--- config.mk ---
export PLATFORM = sky130hd
export DESIGN_NAME = encoder_8x3
export DESIGN_NICKNAME = d
export VERILOG_FILES = /design/src/rtl/encoder_8x3.sv
export SDC_FILE = /design/constraint.sdc
export NUM_CORES = 1
export LEC_CHECK = 0
export ABC_CLOCK_PERIOD_IN_PS = 1400
export BUFFER_PORTS_ARGS = -buffer_cell sky130_fd_sc_hd__buf_2
export CAP_MARGIN = 20
export CORE_UTILIZATION = 49
export DETAILED_ROUTE_END_ITERATION = 16
export PLACE_DENSITY = 0.83
export REMOVE_ABC_BUFFERS = 1
export SLEW_MARGIN = 20
export SYNTH_ARGS = -nofsm -noshare
export SYNTH_HDL_FRONTEND = slang
export SYNTH_SLANG_ARGS = --single-unit
--- constraint.sdc ---
create_clock -name clk -period 1.4 [get_ports clk]
set_input_delay 0 -clock clk [delete_from_list [all_inputs] [get_ports clk]]
set_output_delay 0 -clock clk [all_outputs]
set_load 0.02 [all_outputs]
--- src/rtl/encoder_8x3.sv ---
// Registered 8-to-3 priority encoder with sticky request buffering and a
// valid/ready output register; return path for decoder_3x8.
module encoder_8x3 (
  input  logic       clk,
  input  logic       rst_n,
  input  logic       enable,
  input  logic       d0,
  input  logic       d1,
  input  logic       d2,
  input  logic       d3,
  input  logic       d4,
  input  logic       d5,
  input  logic       d6,
  input  logic       d7,
  output logic [2:0] s,
  output logic       valid,
  input  logic       ready,
  output logic [7:0] pending,
  output logic       overflow
);

  typedef enum logic {
    EMPTY = 1'b0,
    FULL  = 1'b1
  } state_t;

  state_t     state, state_nxt;
  logic [7:0] d_vec, d_q, evt;
  logic [7:0] clr, pending_nxt;
  logic [2:0] win, s_nxt;
  logic       overflow_nxt;

  assign d_vec = {d7, d6, d5, d4, d3, d2, d1, d0};
  assign evt   = d_vec & ~d_q;
  assign valid = (state == FULL);

  // Ascending scan: the last set bit seen is the highest index, so d7 wins.
  always_comb begin
    win = '0;
    for (int i = 0; i < 8; i++) begin
      if (pending[i]) win = 3'(i);
    end
  end

  always_comb begin
    // NOTE: every output of this block gets a default first so no path
    // leaves a signal unassigned, which would infer a latch.
    state_nxt = state;
    s_nxt     = s;
    clr       = '0;
    case (state)
      EMPTY: begin
        if (|pending) begin
          state_nxt = FULL;
          s_nxt     = win;
          clr       = 8'(1) << win;
        end
      end
      FULL: begin
        if (ready) begin
          if (|pending) begin
            s_nxt = win;
            clr   = 8'(1) << win;
          end else begin
            state_nxt = EMPTY;
          end
        end
      end
    endcase
    // Overflow and the clear both look at pre-edge pending, so a fresh edge
    // on the bit being loaded simply re-arms it.
    pending_nxt  = (pending & ~clr) | (enable ? evt : 8'h00);
    overflow_nxt = overflow | (enable & (|(evt & pending)));
  end

  // NOTE: sequential state uses non-blocking assignments so every register
  // samples pre-edge values regardless of statement order.
  always_ff @(posedge clk) begin
    if (!rst_n) begin
      state    <= EMPTY;
      s        <= '0;
      pending  <= '0;
      overflow <= 1'b0;
      d_q      <= '0;
    end else begin
      state    <= state_nxt;
      s        <= s_nxt;
      pending  <= pending_nxt;
      overflow <= overflow_nxt;
      d_q      <= d_vec;
    end
  end

endmodule

==> flow_summary.yaml <==
status:
  status: "complete, no violations"
cells_and_area:
  post-route-util: 0.684
  drive_gt1_frac: 0.320
  flow.area_growth_from_synthesis_pct: 31.9
  n_antenna_cell: 0
  nFillCells: 147
  finish.net_count: 141
pwr:
  netSwitchingFraction: 0.293
  seq_power_share: 0.546
  gate_power_share: 0.227
  power_density_nw_per_um2: 1070
  p_clk_frac: 0.227
  p_int_mw: 0.887
  vdd_drop_max_uv: 563
  power.switching_mw: 0.368
  totalPowerFinal_mw: 1.25
  leakagePower_nw: 0.487
sta:
  setup_ws_ns: 0.0908
  final.period_utilization: 0.935
  post-route-min-period_ns: 1.31
  final-hold-violation-count: 0
  setup_violations: 0
  slew_at_the_pin_closest_to_its_max_slew_limit_ns: 0.383
  report.final.slew_viol_count: 0
  maxClockFrequency_mhz: 764
  worst_clock_skew_ns: 0.00215
  fin_tns_setup_ns: 0
  slew-limit-headroom: 0.744
  grt_setup_unrepaired: "no"
yosys:
  ys.warnings.count: 0
  ys_top_cells_by_area: "sky130_fd_sc_hd__dfxtp_1 (47%), sky130_fd_sc_hd__nand3b_1 (12%), sky130_fd_sc_hd__and2_1 (5.6%), sky130_fd_sc_hd__a21oi_1 (4.5%), sky130_fd_sc_hd__o21ai_0 (3.4%)"
  syn_area_per_cell_um2: 9.63
  postSynthCellCount: 92
  share_of_the_synthesized_area_in_the_top_cell_type: 0.475
  yosysSeqAreaShare: 0.475
  synth_top_area_cell: "sky130_fd_sc_hd__dfxtp_1"
  number_of_flip_flops_and_latches_in_the_synthesized_netlist: 21
  mappedNetlistArea_um2: 886
  synth_cell_types: 26
critical_path:
  crit_type: "flip-flop to flip-flop"
  timing.critical_path.slowest_cell_delay_ns: 0.39
  timing.critical_path.arrival_ns: 1.50
  worstReg2RegEnd: "pending[1]"
  cp_slowest_cell: "sky130_fd_sc_hd__nor4_4"
  crit_chain: "nor4_4, o2111ai_2, o21ai_1, a21oi_1"
  timing.rr.start: "pending[4]"
  cp_max_fo: 7
  worstSetupEndpointType: "flip-flop"
  reg2reg_slack_ns: 0.09
  critical_path_required_ns: 1.59
  worstSetupStartpointType: "flip-flop"
  timing.reg2reg.worst_path_depth: 4
  critPathLaunch: "pending[4]"
detailed_routing:
  first_iter_violations: 24
  firstDrtPassIters: 4
  dr_total_vias: 837
  vias_per_cell: 5.47
  drc: 0
  detail-route-antenna-nets: 0
  totalWireLength_um: 1970
  wl_per_cell_um: 12.9
placed_design:
  number_of_buffers_added_on_ports: 24
  routabilityCongestion: 0.822
  post_place_setup_slack_ns: 0.0515
  detailedPlacementHpwl_um: 1380
cts:
  clk_pin_slew_ns: 0.11
  cts_setup_buffers: 0
  cts_tree: "built"
  cts-buffers-inserted: 3
  clkLatencyLatePin_ns: 0.30
  cts.path.max_buffers: 2
  h-tree-depth: 1
  clkSinkCount: 21
  cts.root.buffer_cell: "sky130_fd_sc_hd__clkbuf_4"
worst_hold_path:
  hold_class: "input port to flip-flop"
  hold_path_end: "s[0]"
  min_from: "rst_n"
  hold_path_depth: 2
global_route:
  antenna_found_initial: 0
  grt_first_pass_wirelength_um: 3270
  global_route.usage.total: 0.235
  number_of_global_route_vias_before_repair: 769
  grt-ovfl-total: 0
  maximum_number_of_pins_on_one_net_before_global_route_repair: 13
die:
  initial_core_util: 0.519
  core_area_um2: 1710
  floorplan.rows: 15
  design.die.area_um2: 1980
  floorplan.io_pins: 25
  die_width_um: 44.5
  dieHeight_um: 44.5
flow_run:
  drv_cap: 0
-- cells by family (layout without fill, tap and decap cells) --
group | after synthesis | in the layout | share of synthesized area
and+or+nand+nor | 38 | 38 | 0.294
AOI/OAI and AO/OA | 26 | 26 | 0.202
DFF | 21 | 21 | 0.475
buffers and inverters | 7 | 43 | 0.0297
-- sequential cells by signal, summed over array words and instances, names as in the netlist --
signal,count
d_q,8
pending,8
s,3
overflow,1
valid,1
-- cell usage after synthesis (all sizes together) --
cell type  number
dfxtp          21
nand3b         14
a21oi           9
o21ai           9
and2            8
nor2            6
inv             5
a32oi           2
clkbuf          2
nand2           2
nand4           2
nor4            2
a221o           1
a221oi          1
a31oi           1
nand2b          1
nor2b           1
nor3            1
o2111ai         1
o221a           1
o311a           1
or2             1
-- through the flow --
step / instances / hold slack, ns / cell area, um2
floorplan: 90 / 0.122 / 878
detailed placement: 141 / 0.238 / 1040
CTS: 153 / 0.0175 / 1150
finish: 153 / 0.0296 / 1170
global route: 153 / 0.0283 / 1170
global placement: 141 / 0.226 / 1040
-- routing by layer --
metal,routed length [um],GRT usage
met5,0,0
met4,40,0.182
met3,62,0.0531
met2,975,0.362
met1,894,0.280
-- area by class of cell --
class                      count  area, um2  area share
clock buffer                   4       26.3      0.0225
inverter                       5       18.8      0.0161
multi-input combinational     64        454       0.389
sequential                    21        423       0.362
tap                           25       31.3      0.0268
timing repair buffer          34        215       0.184
-- placed cells by master, fill, tap and decap left out --
master                           n
sky130_fd_sc_hd__buf_2          24
sky130_fd_sc_hd__dfxtp_1        19
sky130_fd_sc_hd__nand3b_1       14
sky130_fd_sc_hd__a21oi_1         8
sky130_fd_sc_hd__and2_1          8
sky130_fd_sc_hd__dlygate4sd3_1   8
sky130_fd_sc_hd__o21ai_0         6
sky130_fd_sc_hd__nor2_1          6
sky130_fd_sc_hd__inv_1           5
sky130_fd_sc_hd__clkbuf_4        3
sky130_fd_sc_hd__nand4_1         2
sky130_fd_sc_hd__nor4_4          2
sky130_fd_sc_hd__nand2_1         2
sky130_fd_sc_hd__a32oi_1         2
sky130_fd_sc_hd__o21ai_1         2
sky130_fd_sc_hd__dfxtp_2         2
sky130_fd_sc_hd__buf_4           2
sky130_fd_sc_hd__nand2b_1        1
sky130_fd_sc_hd__a31oi_1         1
sky130_fd_sc_hd__nor2b_1         1
sky130_fd_sc_hd__a21oi_2         1
sky130_fd_sc_hd__o311a_2         1
sky130_fd_sc_hd__nor3_2          1
sky130_fd_sc_hd__a221oi_2        1
sky130_fd_sc_hd__o21ai_2         1
sky130_fd_sc_hd__o221a_1         1
sky130_fd_sc_hd__a221o_2         1
sky130_fd_sc_hd__o2111ai_2       1
sky130_fd_sc_hd__or2_2           1
sky130_fd_sc_hd__clkbuf_1        1
-- power groups by stage --
stage / clock network (mW) / registers, mW / logic (mW)
floorplan: 0 / 0.732 / 0.131
global placement: 0 / 0.692 / 0.254
finish: 0.285 / 0.685 / 0.285
CTS: 0.294 / 0.680 / 0.277
global route: 0.315 / 0.692 / 0.312
detailed placement: 0 / 0.694 / 0.260
-- worst max-delay path, delay by kind of cell, from the launching register on --
family | cells | cell delay (ns)
flops | 1 | 0.38
compound gates | 3 | 0.43
simple gates | 1 | 0.39
-- worst max path at each step --
stage / endpoint / slack [ns]
6_report: pending[1] / 0.09
5_1_grt: pending[1] / 0.0005
4_1_cts: pending[1] / 0.03
3_5_place_dp: pending[1] / 0.05
3_3_place_gp: pending[1] / 0.07
2_1_floorplan: s[0] / 0.03
-- what timing repair did --
action	CTS	global route
setup endpoints to repair	0	6
gates resized for setup	0	4
hold buffers	8	0
hold endpoints to repair	15	0
No activity file was read; power rests on OpenSTA's default activity.
